<file path="src/rtl/unidade_controle_pkg.sv">
// Shared constants for the unidade_controle slice: opcodes, FSM states,
// instruction classes and write-data mux encodings. Optional macro: UC_HALT_EN.
package unidade_controle_pkg;

  localparam logic [3:0] OP_LD   = 4'h0;
  localparam logic [3:0] OP_ST   = 4'h1;
  localparam logic [3:0] OP_ADD  = 4'h2;
  localparam logic [3:0] OP_SUB  = 4'h3;
  localparam logic [3:0] OP_AND  = 4'h4;
  localparam logic [3:0] OP_OR   = 4'h5;
  localparam logic [3:0] OP_XOR  = 4'h6;
  localparam logic [3:0] OP_NOT  = 4'h7;
  localparam logic [3:0] OP_SLL1 = 4'h8;
  localparam logic [3:0] OP_SRL1 = 4'h9;
  localparam logic [3:0] OP_BRZR = 4'hA;
  localparam logic [3:0] OP_JI   = 4'hB;
  localparam logic [3:0] OP_HALT = 4'hF;

  localparam logic SEL_ALU   = 1'b0;
  localparam logic SEL_INSTR = 1'b1;

  typedef enum logic [2:0] {
    ST_FETCH,
    ST_DECODE,
    ST_EXEC,
    ST_MEM
`ifdef UC_HALT_EN
    , ST_HALT
`endif
  } uc_state_t;

  typedef enum logic [2:0] {
    CL_LD,
    CL_ST,
    CL_ALU,
    CL_BRZR,
    CL_JI,
    CL_NOP
`ifdef UC_HALT_EN
    , CL_HALT
`endif
  } uc_class_t;

  function automatic logic [7:0] sext4(input logic [3:0] v);
    return {{4{v[3]}}, v};
  endfunction

endpackage

</file>
<file path="src/rtl/unidade_controle_if.sv">
// Bus between the control unit and its memory / register bank / ALU.
// state is a debug copy of the FSM register for checkers.
interface unidade_controle_if;
  import unidade_controle_pkg::*;

  logic [7:0] instr;
  logic [7:0] s_ra;
  logic [7:0] s_rb;
  logic [7:0] mem_addr;
  logic       mem_we;
  logic [1:0] ra;
  logic [1:0] rb;
  logic       rw;
  logic       sel_dado;
  logic [3:0] alu_op;
  logic [7:0] pc;
  logic       halted;
  uc_state_t  state;

  modport master (
    input  instr, s_ra, s_rb,
    output mem_addr, mem_we, ra, rb, rw, sel_dado, alu_op, pc, halted, state
  );

  modport slave (
    output instr, s_ra, s_rb,
    input  mem_addr, mem_we, ra, rb, rw, sel_dado, alu_op, pc, halted, state
  );
endinterface

</file>
<file path="src/rtl/unidade_controle_decodificador.sv">
// Combinational decoder: splits ir into fields and an instruction class.
// Optional macro: UC_HALT_EN (opcode 0xF is a NOP without it).
module unidade_controle_decodificador
  import unidade_controle_pkg::*;
(
  input  logic [7:0] i_ir,
  output uc_class_t  o_class,
  output logic [3:0] o_opcode,
  output logic [1:0] o_ra,
  output logic [1:0] o_rb,
  output logic [7:0] o_simm
);

  assign o_opcode = i_ir[7:4];
  assign o_ra     = i_ir[3:2];
  assign o_rb     = i_ir[1:0];
  assign o_simm   = sext4(i_ir[3:0]);

  always_comb begin
    o_class = CL_NOP;
    case (i_ir[7:4])
      OP_LD:   o_class = CL_LD;
      OP_ST:   o_class = CL_ST;
      OP_ADD, OP_SUB, OP_AND, OP_OR,
      OP_XOR, OP_NOT, OP_SLL1, OP_SRL1:
               o_class = CL_ALU;
      OP_BRZR: o_class = CL_BRZR;
      OP_JI:   o_class = CL_JI;
`ifdef UC_HALT_EN
      OP_HALT: o_class = CL_HALT;
`endif
      default: o_class = CL_NOP;
    endcase
  end

endmodule

</file>
<file path="src/rtl/unidade_controle.sv">
// Multi-cycle control unit: FETCH/DECODE/EXEC[/MEM] sequencing of an 8-bit ISA.
// Optional macro: UC_HALT_EN enables the HALT state for opcode 0xF.
module unidade_controle
  import unidade_controle_pkg::*;
(
  input  logic clk,
  input  logic r,
  unidade_controle_if.master bus
);

  uc_state_t  r_state, w_state_nxt;
  logic [7:0] r_pc, w_pc_nxt;
  logic [7:0] r_ir, w_ir_nxt;
  logic [7:0] w_mem_addr;
  logic       w_mem_we, w_rw, w_sel_dado;

  uc_class_t  w_class;
  logic [3:0] w_opcode;
  logic [1:0] w_ra, w_rb;
  logic [7:0] w_simm;

  unidade_controle_decodificador u_dec (
    .i_ir     (r_ir),
    .o_class  (w_class),
    .o_opcode (w_opcode),
    .o_ra     (w_ra),
    .o_rb     (w_rb),
    .o_simm   (w_simm)
  );

  always_ff @(posedge clk) begin
    if (r) begin
      r_state <= ST_FETCH;
      r_pc    <= 8'h00;
      r_ir    <= 8'h00;
    end else begin
      r_state <= w_state_nxt;
      r_pc    <= w_pc_nxt;
      r_ir    <= w_ir_nxt;
    end
  end

  always_comb begin
    w_state_nxt = r_state;
    w_pc_nxt    = r_pc;
    w_ir_nxt    = r_ir;
    w_mem_addr  = r_pc;
    w_mem_we    = 1'b0;
    w_rw        = 1'b0;
    w_sel_dado  = SEL_ALU;
    case (r_state)
      ST_FETCH: begin
        w_ir_nxt    = bus.instr;
        w_pc_nxt    = r_pc + 8'd1;
        w_state_nxt = ST_DECODE;
      end
      ST_DECODE: w_state_nxt = ST_EXEC;
      ST_EXEC: begin
        w_state_nxt = ST_FETCH;
        case (w_class)
          CL_ALU: w_rw = 1'b1;
          CL_LD: begin
            w_mem_addr  = bus.s_rb;
            w_state_nxt = ST_MEM;
          end
          CL_ST: begin
            w_mem_addr = bus.s_rb;
            w_mem_we   = 1'b1;
          end
          CL_BRZR: if (bus.s_ra == 8'h00) w_pc_nxt = bus.s_rb;
          // pc already points past this instruction, so step back one first
          CL_JI: w_pc_nxt = (r_pc - 8'd1) + w_simm;
`ifdef UC_HALT_EN
          CL_HALT: w_state_nxt = ST_HALT;
`endif
          default: ;
        endcase
      end
      ST_MEM: begin
        w_mem_addr  = bus.s_rb;
        w_rw        = 1'b1;
        w_sel_dado  = SEL_INSTR;
        w_state_nxt = ST_FETCH;
      end
`ifdef UC_HALT_EN
      ST_HALT: w_state_nxt = ST_HALT;
`endif
      default: w_state_nxt = ST_FETCH;
    endcase
  end

  // Strobes are masked by r so a write in flight never lands in a reset cycle.
  assign bus.mem_addr = w_mem_addr;
  assign bus.mem_we   = w_mem_we & ~r;
  assign bus.rw       = w_rw & ~r;
  assign bus.sel_dado = w_sel_dado & ~r;
  assign bus.ra       = w_ra;
  assign bus.rb       = w_rb;
  assign bus.alu_op   = w_opcode;
  assign bus.pc       = r_pc;
  assign bus.state    = r_state;
`ifdef UC_HALT_EN
  assign bus.halted   = (r_state == ST_HALT);
`else
  assign bus.halted   = 1'b0;
`endif

endmodule

</file>
<file path="src/flat_wrapper.sv">
// flat-port wrapper written by rule: the top's interface ports become plain ports
module unidade_controle_flat import unidade_controle_pkg::*;
  (clk, r, bus_instr, bus_s_ra, bus_s_rb, bus_mem_addr, bus_mem_we, bus_ra, bus_rb, bus_rw, bus_sel_dado, bus_alu_op, bus_pc, bus_halted, bus_state);
  unidade_controle_if bus_i ();
  input  logic clk;
  input  logic r;
  input wire logic [$bits(bus_i.instr)-1:0] bus_instr;
  input wire logic [$bits(bus_i.s_ra)-1:0] bus_s_ra;
  input wire logic [$bits(bus_i.s_rb)-1:0] bus_s_rb;
  output wire logic [$bits(bus_i.mem_addr)-1:0] bus_mem_addr;
  output wire logic [$bits(bus_i.mem_we)-1:0] bus_mem_we;
  output wire logic [$bits(bus_i.ra)-1:0] bus_ra;
  output wire logic [$bits(bus_i.rb)-1:0] bus_rb;
  output wire logic [$bits(bus_i.rw)-1:0] bus_rw;
  output wire logic [$bits(bus_i.sel_dado)-1:0] bus_sel_dado;
  output wire logic [$bits(bus_i.alu_op)-1:0] bus_alu_op;
  output wire logic [$bits(bus_i.pc)-1:0] bus_pc;
  output wire logic [$bits(bus_i.halted)-1:0] bus_halted;
  output wire logic [$bits(bus_i.state)-1:0] bus_state;
  assign bus_i.instr = bus_instr;
  assign bus_i.s_ra = bus_s_ra;
  assign bus_i.s_rb = bus_s_rb;
  assign bus_mem_addr = bus_i.mem_addr;
  assign bus_mem_we = bus_i.mem_we;
  assign bus_ra = bus_i.ra;
  assign bus_rb = bus_i.rb;
  assign bus_rw = bus_i.rw;
  assign bus_sel_dado = bus_i.sel_dado;
  assign bus_alu_op = bus_i.alu_op;
  assign bus_pc = bus_i.pc;
  assign bus_halted = bus_i.halted;
  assign bus_state = bus_i.state;
  unidade_controle u_core (.clk(clk), .r(r), .bus(bus_i));
endmodule
</file>
<file path="config.mk">
export PLATFORM = sky130hd
export DESIGN_NAME = unidade_controle_flat
export DESIGN_NICKNAME = d
export VERILOG_FILES = /design/src/rtl/unidade_controle_pkg.sv /design/src/rtl/unidade_controle_if.sv /design/src/rtl/unidade_controle_decodificador.sv /design/src/rtl/unidade_controle.sv /design/src/flat_wrapper.sv
export SDC_FILE = /design/constraint.sdc
export NUM_CORES = 1
export LEC_CHECK = 0
export CELL_PAD_IN_SITES_DETAIL_PLACEMENT = 1
export CELL_PAD_IN_SITES_GLOBAL_PLACEMENT = 2
export CORE_MARGIN = 2
export CORE_UTILIZATION = 27
export DETAILED_ROUTE_END_ITERATION = 6
export PLACE_DENSITY_LB_ADDON = 0.1
export SETUP_SLACK_MARGIN = 0.02
export SYNTH_ARGS = -nofsm -noshare
export SYNTH_HDL_FRONTEND = slang
export SYNTH_SLANG_ARGS = --single-unit
</file>
<file path="constraint.sdc">
create_clock -name clk -period 6.5 [get_ports clk]
set_input_delay 0.65 -clock clk [delete_from_list [all_inputs] [get_ports clk]]
set_output_delay 0.65 -clock clk [all_outputs]
set_load 0.1 [all_outputs]
</file>
==> results.md, run 1 <==
Clock network:
- The post-CTS setup buffer count is 0.
- In this run the number of H-tree levels came out at 1.
- The number of cells upsized or downsized after cts is 0.
- In this run the deepest clock path goes through 2 buffers.
- The insertion delay to the later sink of the worst-skew pair is 0.26 ns.
- The tree is rooted in a sky130_fd_sc_hd__clkbuf_8.
- The count of hold buffers inserted by post-cts repair is 0.
- TritonCTS built the clock tree.
- Clock-pin slew was measured on the worst setup and hold paths at 0.08 ns.
- The number of sinks driven by the clock tree is 21.
- The number of clock buffers added by TritonCTS is 3.

Worst setup path:
- The most numerous cell type found on the critical path is sky130_fd_sc_hd__clkdlybuf4s50_1.
- At the worst endpoint, the arrival time is between 3 and 4 ns.
- The critical path's top delay family is buffers and inverters.
- The required time at the worst-slack endpoint is 5.85 ns.
- The worst setup path is captured at a primary output.
- The largest driver fanout on the critical path is 19.
- Traced cell by cell, the critical path runs through clkdlybuf4s50_1, inv_1, and3_1, clkdlybuf4s50_1.
- The type of the setup path with the least slack is in -> out.
- For this design, the slowest cell found on the critical path is sky130_fd_sc_hd__clkdlybuf4s50_1.
- The largest single stage delay on the critical path is about 1.1 ns.
- The worst setup path is launched from an input pin.
- The critical path contains buffers and inverters numbering 3 combined.

Floorplan:
- The floorplan step defined a core boundary enclosing 5960 sq um.
- The placement row count is 28.
- From bottom edge to top edge, the die measures 82.7 um.
- For this design the top-level I/O count stands at 57.
- The effective utilization at floorplan is 0.281.
- The die covers just under 7000 sq um.
- The width of the die is 82.7 um.

Power:
- For this design the total switching power over the nets is 0.000326 W.
- The share of power burned in the clock network is 0.139.
- Of the total power, the share spent switching nets is 0.514.
- The fraction of power consumed by combinational cells is 0.606.
- The cell leakage power is 0.918 nW.
- The sequential cell fraction of total power is 0.254.
- The areal power density over the cells is between 200 and 300 nW/um^2.
- The largest vdd supply drop is roughly 0.11 mV.
- The internal power summed over all cells is 0.000309 W.

GRT:
- The number of global-route vias before repair is 1765.
- Across every metal layer, demand over resource in global routing totals 0.165.
- The initial antenna violation count is 0.
- The first global-routing pass estimated 8620 um of wire.
- Entering global routing, the biggest net connects 21 pins.
- The remaining global-route overflow is 0.

Yosys:
- The cell area after synthesis is 1670 sq um.
- By area the synthesized netlist is led by sky130_fd_sc_hd__dfxtp_1, sky130_fd_sc_hd__ha_1, sky130_fd_sc_hd__a21oi_1.
- The most frequent cell after synthesis is sky130_fd_sc_hd__inv_1.
- The fraction of post-synthesis cell area in the top cell type by area is 0.251.
- The register area share after synthesis is 0.251.
- The average footprint of a synthesized cell is 7.67 sq um.
- The post-synthesis cell type count is 48.
- The fraction of registers with async set/reset is 0.
- The number of enable-type register cells in the synthesized netlist is 0.
- sky130_fd_sc_hd__dfxtp_1 takes more of the synthesized area than any other cell.
- Ranked by instance count, the synthesized netlist is headed by sky130_fd_sc_hd__inv_1, sky130_fd_sc_hd__a21oi_1, sky130_fd_sc_hd__dfxtp_1.
- The number of register bits inferred by synthesis is 21.
- For this run, the leading register cell type out of synthesis is sky130_fd_sc_hd__dfxtp_1.
- After technology mapping, the gate count stands at about 220.
- The warning count from the yosys run is 0.

Flow run:
- The reported max-cap violation count is 0.

STA:
- The post-layout worst setup margin is approximately 2.7 ns.
- The final clock skew is 0.00474 ns.
- Headroom to the max-slew limit came out at 0.332.
- The final number of setup-violating endpoints is 0.
- The share of the clock period used by the worst path after layout is 0.587.
- For this run, the top clock speed supported by timing is 0.262 GHz.
- The aggregate negative setup slack is 0 ns.
- The final number of max-transition violations is 0.
- The minimum clock period after layout is 3.81 ns.
- The slew at the pin closest to its max-slew limit is 0.998 ns.
- The final hold violation count is 0.
- Setup repair after global routing left no endpoint under its margin.

Place:
- The number of buffers inserted by port buffering is 54.
- The instance count after placement with tap cells included is 338.
- The sum of net half-perimeters after detailed placement is 4000 um.
- At the end of routability-driven placement, the weighted congestion stood at 0.723.
- The worst slack after detailed placement is 2.68 ns.

Route:
- The detailed-route wire length per cell is 15.4 um.
- The number of design rule violations left after detail routing is 0.
- The first-pass detailed-route iteration total is 4.
- The number of DRC markers after the initial detailed-route iteration is 37.
- Across all layers, the routed design uses 1679 vias.
- In this run the remaining antenna-violating nets after routing total 0.
- The ratio of routed vias to standard cells is just under 5.
- The total wirelength of the detailed-routed design is 5260 um.

Final layout:
- Leaving out filler cells and counting taps, the final layout contains ~340.
- At the end of the flow the core is filled with cells to 0.388.
- In the final layout, the share of cells above drive strength 1 is 0.0712.
- In the final design database the tool counted 309 nets.
- The number of antenna diodes in the final layout is 0.
- The filler cells instantiated in the layout total 740.
- The area growth from synthesis to layout is 38.3%.

Worst hold path:
- The tightest min-delay check is of the reg -> reg type.

Run status:
- The flow ran to the end, and the final reports show no timing, DRC or antenna violations.
-- final timing paths --
kind	startpoint	endpoint	slack [ns]	cells past startpoint
worst max-delay path	r	bus_sel_dado	2.69	4
worst max register to register	u_core.bus.pc[1]	u_core.bus.pc[5]	4.10	10
worst min-delay path	u_core.r_ir[1]	u_core.r_ir[1]	0.51	2
worst min register to register	u_core.r_ir[1]	u_core.r_ir[1]	0.51	2
-- cell type report --
class,instances,area [sq um],share of cell area
clock buffers,3,41.3,0.0178
clock inverters,1,5.00,0.00216
inverters,25,93.8,0.0406
multi-input cells,161,1100,0.477
flip-flops and latches,21,420,0.182
well taps,75,93.8,0.0406
repair buffers,56,556,0.240
-- sequential cells by signal, summed over array words and instances (netlist names) --
register / cells
u_core.bus.pc: 8
u_core.bus.state: 2
u_core.r_ir: 8
u_core.u_dec.o_class: 3
-- worst reg2reg max path, delay by kind of cell, from the launching register on --
family                     cells  cell delay (ns)
AOI/OAI and AO/OA              4             0.64
buffers and inverters          2             0.11
DFF                            1             0.42
xor gates and xnor gates       1             0.20
adders and majority gates      3             0.96
-- power groups by stage --
stage	registers (W)	logic, W	clock network (W)
final	0.000161	0.000385	0.0000885
after global routing	0.000164	0.000416	0.0000961
after CTS	0.000162	0.000389	0.0000918
after detailed placement	0.000164	0.000387	0
after global placement	0.000165	0.000386	0
after floorplan	0.000244	0.000211	0
-- kinds of logic after synthesis --
family | Yosys count | synth area share
AOI/OAI and AO/OA | 65 | 0.248
and+or+nand+nor | 64 | 0.188
buffers and inverters | 37 | 0.0942
DFF | 21 | 0.251
adders and majority gates | 15 | 0.117
muxes | 9 | 0.0598
xor gates and xnor gates | 6 | 0.0396
other | 1 | 0.00224
-- stage by stage --
stage          power, W  instance area [sq um]  hold WS, ns
3_5_place_dp   0.000551                   2270        0.503
5_1_grt        0.000676                   2310        0.542
4_1_cts        0.000643                   2310        0.515
2_1_floorplan  0.000456                   1680        0.612
3_3_place_gp   0.000551                   2270        0.501
6_report       0.000635                   2310        0.510
-- cells in the final DEF (no fill, tap or decap), drive strengths merged, types with 3 or more instances in the layout --
master / count
nand2: 19
dfxtp: 21
clkdlybuf4s50: 54
and3: 4
nor3: 8
a211oi: 3
ha: 14
inv: 25
clkbuf: 3
nor2: 12
a21oi: 24
a31oi: 4
nand3: 8
o21ai: 18
xnor2: 5
mux2: 8
-- per-layer routing --
metal  routed length, um  GRT usage  vias to the layer above
met3                 153     0.0217                        2
met2                2420      0.284                       26
met4                  25     0.0295                        0
met1                2660      0.224                      784
li1                    -          -                      867
met5                   0          0                        -
No activity file was read; power rests on OpenSTA's default activity.
==> run 2: changes to the inputs <==
Settings changed: CORE_UTILIZATION 27 to 22.
Clock period 6.5 ns to 3.2 ns, I/O delays scaled along.
==> run 2 against run 1 <==
Compared with the run above:
- first-iteration DRC count rose by 24%
- wire length rose by 8.0%
- sequential cell count unchanged
- clock power is 100% higher
- clock skew rose by 0.0010 ns
- via count grew 3.5%
- combinational power rose by 100%
- hold slack lost 0.010 ns
- critical path depth shrank 1
- sequential share of layout area fell by 0.32 points
- register-to-register slack got worse by 3.2 ns
- core utilization shrank 6.6 points
- largest cell class unchanged
- largest power group unchanged
- highest routed layer unchanged
==> results.md, run 2 (same netlist as run 1, synthesis figures left out) <==
Route:
- The detailed-route wire length on metal 1 is 2920 um.
- The first-pass detailed-route iteration total is 4.
- In this run the remaining antenna-violating nets after routing total 0.
- The ratio of routed vias to standard cells is approximately 4.7.
- The routed layout has 1738 vias.
- The number of DRC markers after the initial detailed-route iteration is 46.
- The detailed-route wire length per cell is 15.3 um.
- In the detailed route, the total length drawn on met2 is roughly 2600 um.
- For this run, design rule violations remaining after detail routing come to 0.
- Summed over all layers, the routed wires come to between 5000 and 6000 um.
- Summed over all nets, wire length on met3 after detailed routing comes to 147 um.
- The highest layer touched by signal routing is met4.

Power:
- Summed over all cells, the static leakage comes to 0.971 nW.
- IR analysis of the VDD net gives a maximum drop of 0.187 mV.
- The share of total power dissipated in the clock network is 0.140.
- Of the total power, combinational logic draws 0.599.
- The analysis attributes to net switching a power of between 0.0006 and 0.0007 W.
- The switching power share of the total is 0.513.
- The power consumption is approximately 0.0013 W.
- The internal power summed over all cells is 0.000627 W.
- Dividing total power by cell area gives a power density of 547 nW/um^2.
- Of the total power, registers draw 0.261.

Floorplan:
- The width of the die is between 90 and 100 um.
- The die area is 8320 sq um.
- Row generation in the floorplan step produced 31 rows.
- 57 I/O pins were placed.
- The overall die height is 91.2 um.
- The initial utilization of the core area, before any placement, comes to 0.229.
- The floorplan step defined a core boundary enclosing 7290 sq um.

Worst setup path:
- In this run the worst setup path terminates at bus_mem_we.
- Across all register-to-register paths, the minimum setup slack is 0.89 ns.
- In this run the worst path has a maximum fanout of 20.
- The worst setup path is launched from a flip-flop.
- In this run the critical register-to-register path is captured at u_core.bus.pc[5].
- In this run the critical register-to-register path is launched from u_core.bus.pc[1].
- For the worst setup path, the data arrival time is roughly 2.2 ns.
- Tracing the worst setup path back leads to its startpoint at u_core.bus.state[1].
- The required time at the worst-slack endpoint is 2.88 ns.
- The worst setup path is of the reg -> out kind.
- Counting cells, the worst reg-to-reg path comes to 10.
- The worst setup path is captured at a primary output.

Final layout:
- The antenna diode instance count is 0.
- In the final layout, the share of cells above drive strength 1 is 0.147.
- The most common cell after layout, fill and taps aside is sky130_fd_sc_hd__clkdlybuf4s50_1.
- The number of nets in the final layout is 315.
- The count of fill cells added during filler insertion is 910.
- Leaving out fill and tap cells, the most frequent cells in the layout are sky130_fd_sc_hd__clkdlybuf4s50_1, sky130_fd_sc_hd__inv_1, sky130_fd_sc_hd__a21oi_1.
- The area growth from synthesis to layout is 40.8%.

Place:
- In this run the tool buffered the top-level ports with 54 buffer cells.
- The sum of net half-perimeters after detailed placement is 4440 um.
- The congestion estimate from routability-driven global placement came to ~0.75.

Worst hold path:
- The worst hold path begins at u_core.r_ir[0].
- In this run the worst hold path is classified as reg -> reg.

Clock network:
- The number of sinks driven by the clock tree is 21.
- The number of cells upsized or downsized after cts is 0.
- The TritonCTS clock tree is done.
- The clock edge transition at the registers on the reported setup and hold paths is approximately 0.080 ns.
- The maximum buffer depth of the clock tree is 2.
- The count of hold buffers inserted by post-cts repair is 0.
- In this run the post-CTS setup repair buffer count came out at 0.
- CTS built an H-tree with a depth of 1.
- The tree is rooted in a sky130_fd_sc_hd__clkbuf_8.
- The clock reaches the later pin of the worst-skew pair after 0.26 ns.
- Clock tree synthesis inserted a total of 3 buffers.

GRT:
- The number of global-route vias before repair is 1794.
- The initial antenna violation count is 0.
- For this run the aggregate overflow at the end of global routing stands at 0.
- Entering global routing, the biggest net connects 21 pins.
- The first global-routing pass estimated around 9200 um of wire.
- Across every metal layer, demand over resource in global routing totals 0.137.

Flow run:
- The reported max-cap violation count is 0.

Run status:
- The run finished with clean final reports.

STA:
- Static timing analysis puts the maximum clock frequency at 0.406 GHz.
- For the pin with the worst max-slew slack, the measured transition is 0.978 ns.
- Between clock sinks in the finished design, the worst skew comes to 0.00574 ns.
- Setup repair after global routing left no endpoint under its margin.
- The worst pin sits at a relative slew slack of 0.346.
- The final hold violation count is 0.
- The final number of max-transition violations was 0.
- The minimum clock period after layout is ~2.5 ns.
- Setup violations remaining at the end of the flow were counted as 0.
- The final-layout worst hold slack is 0.500 ns.
- The aggregate negative setup slack is 0 ns.
- The share of the clock period used by the worst path after layout is 0.770.
[run 2: final cells by class]
cell class                 instances  area (sq um)  share of cell area
multi-input combinational        161          1110               0.471
timing repair buffer              62           563               0.239
sequential                        21           420               0.179
tap                               99           124              0.0526
inverter                          25          93.8              0.0399
clock buffer                       4          45.0              0.0191
[run 2: layer usage]
metal  vias up  GRT usage
met5         -          0
met2        29      0.220
met1       827      0.201
met4         0     0.0189
met3         2     0.0158
li1        880          -
[run 2: critical path: stages (launching register included)]
cell,delay (ns)
sky130_fd_sc_hd__dfxtp_1,0.84
sky130_fd_sc_hd__nand2b_1,0.46
sky130_fd_sc_hd__nor3_2,0.26
sky130_fd_sc_hd__buf_4,0.32
[run 2: through the flow]
step / area (sq um) / setup WS [ns] / util / instances
floorplan: 1690 / 0.00160 / - / 219
global placement: 2310 / 0.932 / 0.317 / 368
detailed placement: 2310 / 0.919 / 0.317 / 368
CTS: 2350 / 0.691 / 0.323 / 372
global route: 2350 / 0.512 / 0.323 / 372
finish: 2350 / 0.735 / 0.323 / 372
[run 2: power by group through the flow]
stage / registers (W) / clock network [W] / logic, W
after global routing: 0.000345 / 0.000202 / 0.000834
after CTS: 0.000337 / 0.000192 / 0.000782
after detailed placement: 0.000343 / 0 / 0.000779
after floorplan: 0.000496 / 0 / 0.000431
after global placement: 0.000343 / 0 / 0.000781
final: 0.000337 / 0.000180 / 0.000772
[run 2: worst min path at each step]
stage / endpoint / cells past startpoint / slack, ns
floorplan: u_core.r_ir[0] / 2 / 0.46
global placement: u_core.r_ir[2] / 2 / 0.48
detailed placement: u_core.r_ir[1] / 2 / 0.49
CTS: u_core.r_ir[1] / 2 / 0.51
global route: u_core.r_ir[1] / 2 / 0.54
finish: u_core.r_ir[0] / 2 / 0.50
==> run 3: changes to the inputs <==
Clock period 3.2 ns to 2.1 ns, I/O delays scaled along.
==> run 3 against run 2 <==
Compared with the run above:
- non-clock buffer count up 9
- cell area is 15% higher
- first-iteration DRC count grew 17%
- core utilization increased by 5.0 points
- sequential cell count is the same
- critical path type is now reg -> reg
- wire length up 3.8%
- combinational power up 83%
==> results.md, run 3 (same netlist as run 1, synthesis figures left out) <==
Route:
- Using the TritonRoute via totals, the vias-per-cell ratio works out to about 4.7.
- The number of DRC markers after the initial detailed-route iteration is 54.
- For this run, design rule violations remaining after detail routing come to 0.
- After detailed routing, the average wire length per cell comes to 15.5 um.
- The routed via count is 1788.
- Once detail routing completed, the nets flagged for antenna violations numbered 0.
- The total wirelength of the detailed-routed design is 5900 um.
- The first-pass detailed-route iteration total is 4.

Clock network:
- TritonCTS built the clock tree.
- The CTS H-tree depth is 1.
- The insertion delay to the later sink of the worst-skew pair is 0.27 ns.
- The root buffer selected by CTS is sky130_fd_sc_hd__clkbuf_8.
- The clock passes through at most 2 buffers.
- Clock tree synthesis inserted a total of 3 buffers.
- Counting every sink on the clock net gives 21.
- After clock tree synthesis, the flow added hold-fix buffers numbering 0.
- After clock tree synthesis, the clock-pin slew on the worst setup and hold paths is 0.09 ns.

GRT:
- In the global route stage, overall resource usage came out at 0.145.
- The initial antenna violation count came to 0.
- The pin count of the biggest net entering global routing is 15.
- The remaining global-route overflow is 0.
- The first global-routing pass estimated between 9000 and 10000 um of wire.
- The number of global-route vias before repair was 1876.

Place:
- The number of buffers inserted by port buffering is 54.
- At the placement stage, the worst setup path has a slack of roughly 0.064 ns.
- The routability-driven placement congestion ratio is 0.746.
- The sum of net half-perimeters after detailed placement is approximately 4700 um.
- Once placement finished, the instance area stood at 2630 sq um.

Floorplan:
- The width of the die is between 90 and 100 um.
- The initial utilization of the core area, before any placement, comes to 0.229.
- The number of top-level pins is 57.
- The floorplan has 31 rows.
- The die covers just over 8000 sq um.
- The die is approximately 91 um tall.
- The region available for standard cell placement spans 7290 sq um.

STA:
- Setup violations remaining at the end of the flow were counted as 0.
- Setup repair after global routing could not meet its margin everywhere.
- The post-layout worst setup margin is about 0.08 ns.
- The final number of max-transition violations came to 0.
- For this run, the top clock speed supported by timing is slightly below 0.5 GHz.
- The final clock skew is 0.00845 ns.
- The final-layout worst hold slack is 0.477 ns.
- The minimum clock period after layout is 2.02 ns.
- Of the available clock period, the critical path in the final layout requires 0.963.
- The final hold violation count is 0.

Power:
- Cell internal power was estimated by the tool at 0.00111 W.
- The sequential cell fraction of total power is 0.232.
- The switching power total is approximately 0.0011 W.
- The cell leakage power is 1.11 nW.
- Of the total power, the share spent switching nets is 0.495.
- The share of power burned in the clock network is 0.127.
- In this run the power density over the cells is 809 nW/um^2.
- VDD sags by at most 0.366 mV.
- The fraction of power consumed by combinational cells is 0.641.

Final layout:
- Counting the fill cells in the layout gives 878.
- The repair_antennas step left the layout with diodes totalling 0.
- Relative to the synthesized area, the layout overhead comes to 62.4%.
- The library cell used most frequently in the layout, excluding fill and tap cells, is sky130_fd_sc_hd__buf_4.
- Of the cells placed in the final design, the portion with a size suffix greater than 1 is 0.351.
- The top cell types in the final layout, fill and taps aside, are sky130_fd_sc_hd__buf_4, sky130_fd_sc_hd__clkdlybuf4s50_1, sky130_fd_sc_hd__a21oi_1.
- The net count of the finished layout is 324.
- The final instance area is between 2000 and 3000 sq um.

Worst setup path:
- Among all stages on the critical path, the largest delay is contributed by sky130_fd_sc_hd__fa_2.
- The delay contributed by the slowest stage of the critical path is 0.39 ns.
- The kind of end point of the critical path is a flip-flop.
- The critical path's top delay family is adder cells.
- The source of the worst register-to-register timing path is u_core.r_ir[1].
- The required time at the worst-slack endpoint is 2.25 ns.
- The number of buffers and inverters on the critical path is 2.
- For flop-to-flop paths, the worst setup slack is just under 0.08 ns.
- The worst setup path is launched from a flip-flop.
- The number of cells on the worst reg-to-reg path is 10.
- The largest driver fanout on the critical path is 3.
- The terminus of the critical flop-to-flop path is u_core.bus.pc[5].
- The critical path in this run is classified as reg -> reg.
- Traced cell by cell, the critical path runs through inv_2, ha_4, inv_2, ha_4, fa_2, a21o_1, a21oi_2, xnor2_1, a31oi_1, o32ai_1.
- The data arrival time of the worst path is 2.17 ns.

Worst hold path:
- The path class of the tightest hold or removal check is in -> reg.
- The path with the worst hold slack has its endpoint at u_core.r_ir[2].
- The worst hold path startpoint is bus_instr[2].
- The cell count of the worst hold path is 3.

Flow run:
- The tool flagged a number of max-cap violations equal to 0.

Run status:
- The run finished with clean final reports.
## run 3: cell count changes in the layout (fill, tap and decap cells not counted), sizes merged
cell	before	now
clkdlybuf4s50	39	25
buf	23	46
## run 3: what timing repair did
action                                  CTS  global route
endpoints found under the setup margin    0             4
endpoints found under the hold margin     0             0
resized for setup                         0            10
setup buffers                             0             1
## run 3: stage by stage
stage	instances	setup TNS, ns	total power, W	util
after CTS	380	0	0.00220	0.367
after detailed placement	376	0	0.00191	0.361
after global placement	376	0	0.00190	0.361
after global routing	381	0	0.00234	0.373
final	381	0	0.00220	0.373
after floorplan	219	-0.364	0.00150	-
## run 3: per-layer routing
| metal | part of all wire | track usage | up-vias |
|---|---|---|---|
| li1 | - | - | 897 |
| met1 | 0.48 | 0.200 | 868 |
| met2 | 0.49 | 0.243 | 21 |
| met3 | 0.021 | 0.0174 | 2 |
| met4 | 0.0049 | 0.0341 | 0 |
| met5 | 0 | 0 | - |
## run 3: worst max-delay path by stage
stage	depth (start not counted)	slack [ns]	end	from
after floorplan	10	-0.06	u_core.bus.pc[5]	u_core.bus.pc[1]
after global placement	10	0.09	u_core.bus.pc[7]	u_core.r_ir[1]
after detailed placement	10	0.06	u_core.bus.pc[7]	u_core.r_ir[1]
after CTS	10	0.04	u_core.bus.pc[7]	u_core.r_ir[1]
after global routing	10	0.008	u_core.bus.pc[5]	u_core.r_ir[1]
final	10	0.08	u_core.bus.pc[5]	u_core.r_ir[1]
## run 3: power by group through the flow
stage,clock (W),sequential [W],combinational (W)
3_5_place_dp,0,0.000520,0.00139
2_1_floorplan,0,0.000764,0.000734
5_1_grt,0.000311,0.000522,0.00151
3_3_place_gp,0,0.000519,0.00138
4_1_cts,0.000298,0.000510,0.00139
6_report,0.000279,0.000509,0.00141
## run 3: final cells by class
type / count / area (sq um) / share of cell area
multi-input cells: 161 / 1240 / 0.455
repair buffers: 71 / 746 / 0.275
clock buffers: 4 / 45.0 / 0.0166
inverters: 25 / 98.8 / 0.0364
flip-flops and latches: 21 / 467 / 0.172
well taps: 99 / 124 / 0.0456
## run 3: worst min-delay path, stage by stage
cell and delay (ns):
sky130_fd_sc_hd__clkdlybuf4s50_1 0.40, sky130_fd_sc_hd__nand2_1 0.06, sky130_fd_sc_hd__a21oi_1 0.05
